[src/rtl/cla_pkg.sv]
// Shared constants, types and helpers for the pipelined CLA adder.
// Exports GRP, nibble/control types and the group P/G function.
package cla_pkg;

  localparam int GRP = 4;

  typedef logic [GRP-1:0] nib_t;

  typedef struct packed {
    logic valid;
    logic carry;
    logic ovf;
  } ctl_t;

  // Returns {G, P} for one 4-bit group.
  function automatic logic [1:0] grp_pg(input nib_t a, input nib_t b);
    nib_t g;
    nib_t p;
    logic gg;
    logic pp;
    g  = a & b;
    p  = a ^ b;
    pp = &p;
    gg = g[3]
       | (p[3] & g[2])
       | (p[3] & p[2] & g[1])
       | (p[3] & p[2] & p[1] & g[0]);
    return {gg, pp};
  endfunction

endpackage

[src/rtl/cla_group4.sv]
// Combinational 4-bit carry-lookahead group.
// Ports: a, b, cin in; s, p (group propagate), g (group generate), cout out.
module cla_group4
  import cla_pkg::*;
(
  input  nib_t a,
  input  nib_t b,
  input  logic cin,
  output nib_t s,
  output logic p,
  output logic g,
  output logic cout
);

  nib_t gi;
  nib_t pi;
  logic [GRP:0] c;

  assign gi = a & b;
  assign pi = a ^ b;

  assign c[0] = cin;
  assign c[1] = gi[0] | (pi[0] & cin);
  assign c[2] = gi[1] | (pi[1] & gi[0])
              | (pi[1] & pi[0] & cin);
  assign c[3] = gi[2] | (pi[2] & gi[1])
              | (pi[2] & pi[1] & gi[0])
              | (pi[2] & pi[1] & pi[0] & cin);
  assign c[4] = gi[3] | (pi[3] & gi[2])
              | (pi[3] & pi[2] & gi[1])
              | (pi[3] & pi[2] & pi[1] & gi[0])
              | (pi[3] & pi[2] & pi[1] & pi[0] & cin);

  assign s      = pi ^ c[GRP-1:0];
  assign {g, p} = grp_pg(a, b);
  assign cout   = c[GRP];

endmodule

[src/rtl/cla_pipe_adder.sv]
// Pipelined CLA adder/subtractor, one WIDTH/STAGES slice per stage,
// valid/ready stream in (a, b, c_in, op_sub) and out (s, c_out, ovf).
module cla_pipe_adder
  import cla_pkg::*;
#(
  parameter int WIDTH  = 32,
  parameter int STAGES = 4
) (
  input  logic             clk,
  input  logic             rst,
  input  logic             in_valid,
  output logic             in_ready,
  input  logic [WIDTH-1:0] a,
  input  logic [WIDTH-1:0] b,
  input  logic             c_in,
  input  logic             op_sub,
  output logic             out_valid,
  input  logic             out_ready,
  output logic [WIDTH-1:0] s,
  output logic             c_out,
  output logic             ovf
);

  localparam int SW  = WIDTH / STAGES;
  localparam int GPS = SW / GRP;

  // Operands skew forward, finished sum slices deskew forward.
  typedef struct packed {
    ctl_t             ctl;
    logic [WIDTH-1:0] a;
    logic [WIDTH-1:0] b;
    logic [WIDTH-1:0] s;
  } stage_t;

  stage_t pipe [STAGES];
  logic   en;

  assign en       = !pipe[STAGES-1].ctl.valid || out_ready;
  assign in_ready = en;

  for (genvar k = 0; k < STAGES; k++) begin : g_stage
    stage_t         src;
    stage_t         nxt;
    logic [GPS:0]   c;
    logic [GPS-1:0] gp;
    logic [GPS-1:0] gg;
    logic [GPS-1:0] gco;
    logic [SW-1:0]  sum;
    logic           unused_co;

    if (k == 0) begin : g_in
      always_comb begin
        src           = '0;
        src.ctl.valid = in_valid;
        src.ctl.carry = c_in;
        src.a         = a;
        src.b         = op_sub ? ~b : b;
      end
    end else begin : g_mid
      assign src = pipe[k-1];
    end

    for (genvar j = 0; j < GPS; j++) begin : g_grp
      cla_group4 u_grp (
        .a    (src.a[k*SW+j*GRP +: GRP]),
        .b    (src.b[k*SW+j*GRP +: GRP]),
        .cin  (c[j]),
        .s    (sum[j*GRP +: GRP]),
        .p    (gp[j]),
        .g    (gg[j]),
        .cout (gco[j])
      );
    end

    // Slice carries in flat sum-of-products form, no ripple.
    always_comb begin
      logic acc;
      logic t;
      acc  = 1'b0;
      t    = 1'b0;
      c    = '0;
      c[0] = src.ctl.carry;
      for (int j = 1; j <= GPS; j++) begin
        acc = src.ctl.carry;
        for (int i = 0; i < j; i++)
          acc = acc & gp[i];
        for (int i = 0; i < j; i++) begin
          t = gg[i];
          for (int m = i + 1; m < j; m++)
            t = t & gp[m];
          acc = acc | t;
        end
        c[j] = acc;
      end
    end

    // Group couts duplicate the lookahead carries.
    assign unused_co = ^gco;

    always_comb begin
      nxt                = src;
      nxt.s[k*SW +: SW]  = sum;
      nxt.ctl.carry      = c[GPS];
      nxt.ctl.ovf        = 1'b0;
      if (k == STAGES - 1)
        nxt.ctl.ovf = (src.a[WIDTH-1] == src.b[WIDTH-1])
                   && (sum[SW-1] != src.a[WIDTH-1]);
    end

    always_ff @(posedge clk or posedge rst) begin
      if (rst)
        pipe[k] <= '0;
      else if (en)
        pipe[k] <= nxt;
    end
  end

  assign out_valid = pipe[STAGES-1].ctl.valid;
  assign s     = out_valid ? pipe[STAGES-1].s : '0;
  assign c_out = out_valid & pipe[STAGES-1].ctl.carry;
  assign ovf   = out_valid & pipe[STAGES-1].ctl.ovf;

endmodule

[config.mk]
export PLATFORM = sky130hd
export DESIGN_NAME = cla_pipe_adder
export DESIGN_NICKNAME = d
export VERILOG_FILES = /design/src/rtl/cla_pkg.sv /design/src/rtl/cla_group4.sv /design/src/rtl/cla_pipe_adder.sv
export SDC_FILE = /design/constraint.sdc
export NUM_CORES = 1
export LEC_CHECK = 0
export ABC_CLOCK_PERIOD_IN_PS = 7100
export BUFFER_PORTS_ARGS = -buffer_cell sky130_fd_sc_hd__buf_2
export CAP_MARGIN = 0
export CORE_ASPECT_RATIO = 0.7
export CORE_UTILIZATION = 42
export DETAILED_ROUTE_END_ITERATION = 10
export GPL_TIMING_DRIVEN = 0
export HOLD_SLACK_MARGIN = 0.1
export PLACE_DENSITY = 0.69
export REMOVE_ABC_BUFFERS = 1
export SYNTH_ARGS = -nofsm -noshare
export SYNTH_HDL_FRONTEND = slang
export SYNTH_SLANG_ARGS = --single-unit
[constraint.sdc]
create_clock -name clk -period 7.1 [get_ports clk]
set_input_delay 0.355 -clock clk [delete_from_list [all_inputs] [get_ports clk]]
set_output_delay 0.355 -clock clk [all_outputs]
set_load 0.02 [all_outputs]
==> results of run 1 <==
-- kinds of logic (layout without fill, tap and decap cells) --
logic type | after synthesis | in the layout | synth area share
fa+ha+maj | 40 | 40 | 0.06582
compound gates | 109 | 109 | 0.08258
xor+xnor | 47 | 47 | 0.04834
simple gates | 481 | 481 | 0.2273
buf+inv | 63 | 159 | 0.03232
flops | 185 | 185 | 0.5436
-- final cells by class --
class                      count  area share
clock buffer                  21     0.04763
clock inverter                10    0.007221
inverter                      15    0.006967
multi-input combinational    677      0.3664
sequential                   185      0.4687
tap                          270     0.03420
timing repair buffer         113     0.06891
-- through the flow --
stage | instances | power, mW | hold slack (ps)
6_report | 1291 | 4.281 | 120.9
5_1_grt | 1291 | 4.683 | 116.1
4_1_cts | 1291 | 4.351 | 102.1
3_5_place_dp | 1258 | 3.459 | 447.4
3_3_place_gp | 1252 | 3.456 | 440.3
2_1_floorplan | 877 | 3.041 | 430.0
-- cells in the mapped netlist --
library cell               count
sky130_fd_sc_hd__or3_1         5
sky130_fd_sc_hd__clkbuf_1     17
sky130_fd_sc_hd__o211a_1       1
sky130_fd_sc_hd__o31ai_1       4
sky130_fd_sc_hd__nand4b_1      1
sky130_fd_sc_hd__xor2_1       16
sky130_fd_sc_hd__nand2b_1      3
sky130_fd_sc_hd__nor3_1        5
sky130_fd_sc_hd__o21ai_1       1
sky130_fd_sc_hd__inv_1        15
sky130_fd_sc_hd__fa_1          8
sky130_fd_sc_hd__a21o_1        6
sky130_fd_sc_hd__o21bai_2      2
sky130_fd_sc_hd__a211oi_1      3
sky130_fd_sc_hd__nor2_1       13
sky130_fd_sc_hd__ha_1         32
sky130_fd_sc_hd__o21a_1       11
sky130_fd_sc_hd__and2_1       35
sky130_fd_sc_hd__buf_2        31
sky130_fd_sc_hd__nor2b_1       2
sky130_fd_sc_hd__o31a_1        3
sky130_fd_sc_hd__a31o_1        1
sky130_fd_sc_hd__nand2_1     413
sky130_fd_sc_hd__o22ai_1       2
sky130_fd_sc_hd__o21ai_0      47
sky130_fd_sc_hd__a21oi_1      17
sky130_fd_sc_hd__dfrtp_1     185
sky130_fd_sc_hd__o21bai_1      1
sky130_fd_sc_hd__o211ai_1      1
sky130_fd_sc_hd__a21boi_0      1
sky130_fd_sc_hd__o221a_2       3
sky130_fd_sc_hd__xnor2_1      31
sky130_fd_sc_hd__nand3_1       3
sky130_fd_sc_hd__or2_1         1
sky130_fd_sc_hd__o41ai_2       1
sky130_fd_sc_hd__a211oi_2      3
sky130_fd_sc_hd__a22oi_1       1
-- worst paths after layout --
kind / end / from / slack (ps) / cells past startpoint
worst max-delay path: in_ready / out_valid / 3230 / 5
max in group asynchronous: g_stage[2].c[0] / rst / 5630 / 4
worst min register to register: pipe[3] / pipe[3] / 460 / 2
min in group asynchronous: g_stage[2].nxt[58] / rst / 560 / 3
worst min-delay path: g_stage[1].nxt[75] / a[11] / 120 / 3
worst max register to register: pipe[30] / out_valid / 3790 / 5
-- what timing repair did --
action | CTS | global route
hold endpoints to repair | 83 | 0
gates resized for setup | 0 | 0
hold buffers | 2 | 0
-- report_power, final --
part / internal (mW) / switching [mW]
Combinational: 0.687 / 0.924
Clock: 0.475 / 0.399
Sequential: 1.53 / 0.271
Total: 2.69 / 1.59
-- metal layers --
metal,global-route usage,vias up
li1,-,3107
met1,0.2157,2795
met2,0.2671,76
met3,0.03653,10
met4,0.04701,0
met5,0,-
-- registers in the layout, summed over array words and instances, names as in the netlist --
name         flops
pipe            34
g_stage.c        3
out_valid        1
g_stage.nxt    147
-- tightest hold or removal path: stages --
cell and delay, ps:
sky130_fd_sc_hd__buf_2 70, sky130_fd_sc_hd__nand2_1 40, sky130_fd_sc_hd__nand2_1 50
-- placed cells by master, fill, tap and decap left out, drive strengths merged --
cell type    count
nand2          413
dfrtp          185
buf            111
o21ai           48
and2            35
ha              32
xnor2           31
clkbuf          21
a21oi           17
xor2            16
inv             16
nor2            13
o21a            11
fa               8
a21o             6
a211oi           6
or3              5
nor3             5
clkinv           5
o31ai            4
clkinvlp         4
nand3            3
o221a            3
nand2b           3
o31a             3
o21bai           3
o22ai            2
dlygate4sd3      2
nor2b            2
o211ai           1
nand4b           1
a21boi           1
o211a            1
a31o             1
or2              1
o41ai            1
a22oi            1
==> reports/results.txt, run 1 <==
The via count of the first global-routing pass was 5724; the number of nets still failing antenna checks after routing was 0. The total negative slack for setup checks was 0 ps. Delay of the slowest cell on the worst path: 1060 ps.

The analysis attributes to cell leakage a power of 5.050 nW. Sorting the synthesized cells by area gives the leading types as sky130_fd_sc_hd__dfrtp_1 54%, sky130_fd_sc_hd__nand2_1 18%, sky130_fd_sc_hd__ha_1 4.7%, sky130_fd_sc_hd__xnor2_1 3.2%, sky130_fd_sc_hd__o21ai_0 2.8%. The routed design has 15450 um of wire. Along the worst path, the maximum fanout reaches 114. The cell type group with the largest total delay on the critical path was flip-flops. The largest total area in the synthesized netlist belongs to sky130_fd_sc_hd__dfrtp_1.

The number of levels the H-tree was split into is 4. After clock tree synthesis, the setup repair step added 0 buffers. The upper clock frequency limit is 0.2584 GHz. The die is 121.1 um tall.

Number of buffer cells added on primary ports: 105. The worst hold-check path type was primary input to flop. The total overflow left after global routing is 0. Clock tree synthesis selected as its root buffer the cell sky130_fd_sc_hd__clkbuf_16. The run gives 4629 um^2 as the combined flip-flop and latch cell area. The highest metal layer with signal wires was met4. In this run the core area contains 43 standard-cell rows. At the worst endpoint, the arrival time is 3510 ps. The Yosys step of the flow raised 0 warnings.

The later pin in the worst-skew pair is clocked with a latency of 420 ps. The cell area that synthesis handed to floorplanning was 8516 um^2. Effective utilization at floorplan: 0.4289. The total vias in the final route is 5988.

The die covers 20860 um^2. Clock-pin slew was measured on the worst setup and hold paths at 70 ps. The worst-case headroom to the max-slew limit was 0.2717; the number of instances in the synthesized netlist was 925. The clock passes through at most 2 buffers.

The number of antenna diodes in the final layout is 0. The die is 172.2 um wide. The detailed-route wire length on metal 1 is 7849 um.

The total routing resource utilization after global routing is 0.1628. The detailed-router iteration count before antenna repair was 4; the worst setup slack after layout was 3230 ps. Across the routed clock network, the largest skew measured is 11.56 ps. During I/O placement, the number of pins put on the boundary was 106. TritonCTS created 17 clock buffers. The tools report the final count of pins violating max slew as 0.

After layout, the minimum clock period comes to 3870 ps. The tools report the number of clock sinks as 185. Kind of start point of the critical path: a flop.

The share of cells above drive strength 1 was 0.1499; the total setup violations reported at the end of the flow was 0. A synthesized cell averages 9.206 um^2. The first routing iteration left 371 violations. Dividing the detail-routed via count by the number of cells gives 4.638. Traced cell by cell, the critical path runs through nor2b_4, buf_12, inv_6, buf_16, buf_2. Net count reported at finish: 1119.

TritonCTS built the clock tree. The slowest library cell on the worst path was sky130_fd_sc_hd__dfrtp_1. The tools report the count of endpoints failing hold in the final timing report as 0. The first global-routing pass estimated 26680 um of wire. Timing analysis after detailed placement gives a worst setup slack of 3614 ps. The filler cells instantiated in the layout total 1948.

Entering global routing, the biggest net connects 115 pins. For the count of maximum capacitance violations, the log shows 0. IR analysis of the VDD net gives a maximum drop of 0.1712 mV. The number of antenna violations at the first check in global routing is 0, and the total power divided by cell area is 433.5 nW/um^2. In the routed design, unresolved DRC markers number 0. Summed over all nets, the half-perimeter wirelength after detailed placement is 10020 um.

The synthesis-stage register bit count works out to 185. The multi-input combinational cell area is 3618 um^2, and the area growth from synthesis to final layout is 15.99%. The final cycle utilization of the critical path works out to 0.5450. The run finished with clean final reports. The met3 wire length was 448 um; the measured slew at the worst slew-check pin was 1092 ps. The class of the most critical setup path is flop to output pin. The post-place instance area came out at 9315 um^2. After detailed routing, the average wire length per cell comes to 11.97 um.

Counting both buffers and inverters, the worst setup path holds a total of 4. The fraction of post-synthesis cell area in the top cell type by area is 0.5436, and the detailed route wirelength on metal2 is 7028 um. Yosys mapped the design onto 37 distinct sky130hd cell types. Setup repair after global routing left no endpoint under its margin. The tools report the utilization of the core after routing as 0.4975. At the worst endpoint, the required time is 6740 ps. The design area was 9877 um^2. The run gives 0.7534 as the final weighted congestion of routability-driven global placement. The run gives 0.5436 as the fraction of the yosys area taken by sequential cells. In this run the standard cell core region covers 19850 um^2. The element type at the critical path end was an output pin.
(Power assumes the default switching activity.)
==> inputs of run 2 (changes only) <==
ABC_AREA = 1   (was unset)
ABC_CLOCK_PERIOD_IN_PS = 4000   (was 7100)
clock period = 4 ns   (was 7.1 ns; I/O delays follow)
==> run 2 against run 1 <==
  * Non-clock buffer count up 45
  * Sequential power up 76%
  * Count of clock-buffer cells in the layout up 1
  * Clock power up 91%
  * Die area up 5.3%
  * Register-to-register slack worse by 2800 ps
  * Routed wire length up 16%
  * Cell area up 9.1%
  * Final cell count up 15%
  * Sequential share of layout area down 3.9 points
  * First-iteration DRC count up 30%
  * Critical endpoint unchanged
==> reports/results.txt, run 2 <==
The flow ran to the end, and the final reports show no timing, DRC or antenna violations. The flip-flop count of the largest register after layout was 147 (unchanged); the detailed-router iteration count before antenna repair was 5 (+1). The critical path goes through inv_2, nor2_8, buf_16, inv_6, buf_2. The net count reported at finish came out at 1309 (+17%). In the synthesized netlist the dominant register cell turns out to be sky130_fd_sc_hd__dfrtp_1.

The cell type group with the largest total delay on the critical path is buffers and inverters. The logs give 9714 um^2 (+4.3%) for the post-place instance area and 0 (unchanged) for the remaining global-route overflow. The ratio of routed vias to standard cells is 4.705 (+1.4%).

The final cycle utilization of the critical path was 0.7927. The synthesized area is 8974 um^2 (+5.4%), and the area growth from synthesis to final layout is 20.09%. The run gives 2970 ps (-540 ps) as the arrival time at the worst endpoint. The synthesized design spends more area on one cell type than any other, namely sky130_fd_sc_hd__dfrtp_1.

The logs give 0.5179 (+0.02035) for the utilization of the core after routing and 44 (+2.3%) for the count of standard-cell rows. The count of endpoints failing hold in the final timing report was 0 (unchanged); the effective utilization at floorplan was 0.4312 (+0.002276). The run gives 98 (-15%) as the pin count of the biggest net entering global routing. The total power divided by cell area is 747.7 nW/um^2 (+72%), and the reported leakage power is 5.755 nW (+14%).

Routed signal wires occupy layers up through met4. For the residual DRC count, the log shows 0 (unchanged). The worst hold-check path type was primary input to flop. The initial DRC count is 482 (+30%). The via count of the first global-routing pass is 6685 (+17%). The overall die area was 21960 um^2 (+5.3%). Clock slew seen by the registers of the worst setup and hold paths: 70 ps (about the same). The run gives 4 (unchanged) as the number of levels the H-tree was split into.

The final count of pins violating max slew was 0 (unchanged). By instance count, the leading cell after synthesis is sky130_fd_sc_hd__nand2_1. Measured slew at the worst slew-check pin: 1048 ps (-44.16 ps). For the detailed route wirelength on metal2, the log shows 8154 um (+16%).

The run gives 20810 um^2 (+4.8%) as the placeable core area. Class of the most critical setup path: flop to output pin. The number of buffer cells added on primary ports is 105 (unchanged). Worst reg2reg path startpoint: out_valid. The half-perimeter wire length of the detailed placement result is 11040 um (+10%).

The highest net fanout along the worst path came out at 71 (-38%). The run gives 31 (-16%) as the distinct cell type count after synthesis. STA classifies the critical path endpoint as an output pin. The largest vdd supply drop came out at 0.3009 mV (+76%). Total of warnings raised by yosys: 0 (unchanged).

The fraction of registers with async set or reset after synthesis is 1.000 (unchanged), and the design area is 10780 um^2 (+9.1%). The logs give 559 um (+25%) for the met3 wire length and 0.5159 (-0.02774) for the fraction of the yosys area taken by sequential cells. The global-route wire length before repair is 31100 um (+17%). The run gives 185 (unchanged) as the number of clock sinks. The number of enable flip-flop cells after synthesis works out to 0 (unchanged). Sum of buffers and inverters on the critical path: 4 (unchanged). The instance count after placement with tap cells included is 1408 (+12%). Worst-case clock skew: 9.661 ps (-1.898 ps). TritonCTS built the clock tree. The tools report the total inserted antenna cells as 0 (unchanged). The total setup violations reported at the end of the flow was 0 (unchanged).

The number of instances in the synthesized netlist was 1070 (+16%); the wire length reported by the detailed router was 17960 um (+16%). In this run the worst setup path begins at out_valid. Source-to-sink clock delay at the later pin of the worst-skew pair: 420 ps (about the same). The total of cells resized after clock tree synthesis is 0 (unchanged). In the post-synthesis netlist, the biggest area contributors are sky130_fd_sc_hd__dfrtp_1 52%, sky130_fd_sc_hd__nand2_1 19%, sky130_fd_sc_hd__ha_1 4.5%, sky130_fd_sc_hd__o21ai_0 4.5%, sky130_fd_sc_hd__inv_1 4.1%. The boundary pin count is 106 (unchanged). For the worst hold slack, the log shows 121.8 ps (+0.9120 ps).

The worst endpoint required time is 3800 ps (-2940 ps). The total vias in the final route was 7001 (+17%); the total power was 8.058 mW (+88%). The cell sitting at the root of the clock tree is a sky130_fd_sc_hd__clkbuf_16.

Number of CTS-inserted buffers: 17 (unchanged). In the synthesized netlist, the cells that appear most often are 447 x sky130_fd_sc_hd__nand2_1, 185 x sky130_fd_sc_hd__dfrtp_1, 99 x sky130_fd_sc_hd__inv_1, 80 x sky130_fd_sc_hd__o21ai_0, 40 x sky130_fd_sc_hd__nand3_1. The synthesis-stage register bit count was 185 (unchanged); the share of cells above drive strength 1 was 0.1196 (-0.03022). The x dimension of the die was 176.7 um (+2.6%); the minimum clock period after layout was 3171 ps. Setup repair after global routing left no endpoint under its margin.

The logs give 0 (unchanged) for the number of antenna violations at the first check in global routing and 0 (unchanged) for the number of nets still failing antenna checks after routing. The worst hold path begins at b[28]. The fraction of post-synthesis cell area in the top cell type by area was 0.5159 (-0.02774); the worst-case headroom to the max-slew limit was 0.3012 (+0.02944).

The delay of the slowest cell on the worst path is 880 ps (-180 ps). The total routing resource utilization after global routing came out at 0.1740 (+0.01120). The tools report the kind of start point of the critical path as a flop. For the detailed-route wire length on metal 1, the log shows 9104 um (+16%). The mean post-synth cell area works out to 8.387 um^2 (-8.9%).

The worst-case clock buffer depth is 2 (unchanged). The library cells used most frequently in the layout, excluding fill and tap cells, are 447 x sky130_fd_sc_hd__nand2_1, 185 x sky130_fd_sc_hd__dfrtp_1, 105 x sky130_fd_sc_hd__buf_2. Based on the critical path, the design can be clocked at up to 0.3154 GHz. The final weighted congestion of routability-driven global placement is 0.8065 (+7.0%). The post-detailed-route wirelength per cell came out at 12.07 um (+0.84%). The non-filler instance count after layout is 1488 (+15%). The vertical extent of the die came out at 124.3 um (+2.6%).

The library cell used most frequently in the layout, excluding fill and tap cells, is sky130_fd_sc_hd__nand2_1. The count of maximum capacitance violations is 0 (unchanged). The slowest library cell on the worst path is sky130_fd_sc_hd__dfrtp_1.
[run 2: cell types whose count changed after synthesis, moves of 15 or more]
cell,previous run,this run
sky130_fd_sc_hd__o21ai_1,1,16
sky130_fd_sc_hd__nand3_1,3,40
sky130_fd_sc_hd__and2_1,35,3
sky130_fd_sc_hd__nand2_1,413,447
sky130_fd_sc_hd__o21ai_0,47,80
sky130_fd_sc_hd__buf_4,0,15
sky130_fd_sc_hd__inv_1,15,99
[run 2: path summary, 6_finish.rpt]
path | endpoint | slack, ps | cells after the start
hold reg to reg | out_valid | 470 | 1
setup reg to reg | g_stage[1].nxt[81] | 950 | 7
setup / recovery | in_ready | 830 | 5
max in group asynchronous | g_stage[3].nxt[13] | 2680 | 4
min in group asynchronous | pipe[31] | 420 | 3
hold / removal | g_stage[1].nxt[60] | 120 | 3
[run 2: layer usage]
metal  track usage  vias up
met5             0        -
met4       0.04108        0
met3       0.03663       16
met2        0.2789      125
met1        0.2408     3256
li1              -     3604
[run 2: worst reg2reg max path: stages, from the launching register on]
cell and delay (ps):
sky130_fd_sc_hd__dfrtp_1 880, sky130_fd_sc_hd__inv_2 160, sky130_fd_sc_hd__nor2_8 690, sky130_fd_sc_hd__buf_16 330, sky130_fd_sc_hd__inv_6 240, sky130_fd_sc_hd__buf_16 320
sky130_fd_sc_hd__nand2_1 200, sky130_fd_sc_hd__o21ai_0 100
[run 2: cell type report]
cell class	count	area (um^2)
flip-flops and latches	185	4629
repair buffers	158	1144
clock inverters	10	117.6
inverters	101	391.6
multi-input cells	736	3685
clock buffers	22	464.2
fillers	1993	10030
well taps	276	345.3
[run 2: what timing repair did]
item,in CTS,in global routing
hold buffers,48,0
buffers inserted,0,0
endpoints found under the hold margin,138,0
[run 2: logic make-up after synthesis]
group / synth area share
xor gates and xnor gates: 0.04002
buffers and inverters: 0.07348
DFF: 0.5159
adders and majority gates: 0.06246
and+or+nand+nor: 0.2344
AOI/OAI and AO/OA: 0.07376
[run 2: stage by stage]
step                setup slack (ps)  setup TNS [ps]
finish                         829.1               0
global route                   590.0               0
CTS                            759.0               0
detailed placement             908.2               0
global placement               -3350         -777330
floorplan                      -1229         -227310
[run 2: power breakdown]
group          internal [mW]  total (mW)  leakage [nW]  switching [mW]
clock                  0.958        1.67         0.285           0.708
sequential              2.70        3.17          2.24           0.464
combinational           1.23        3.23          3.23            1.99
total                   4.89        8.06          5.76            3.17
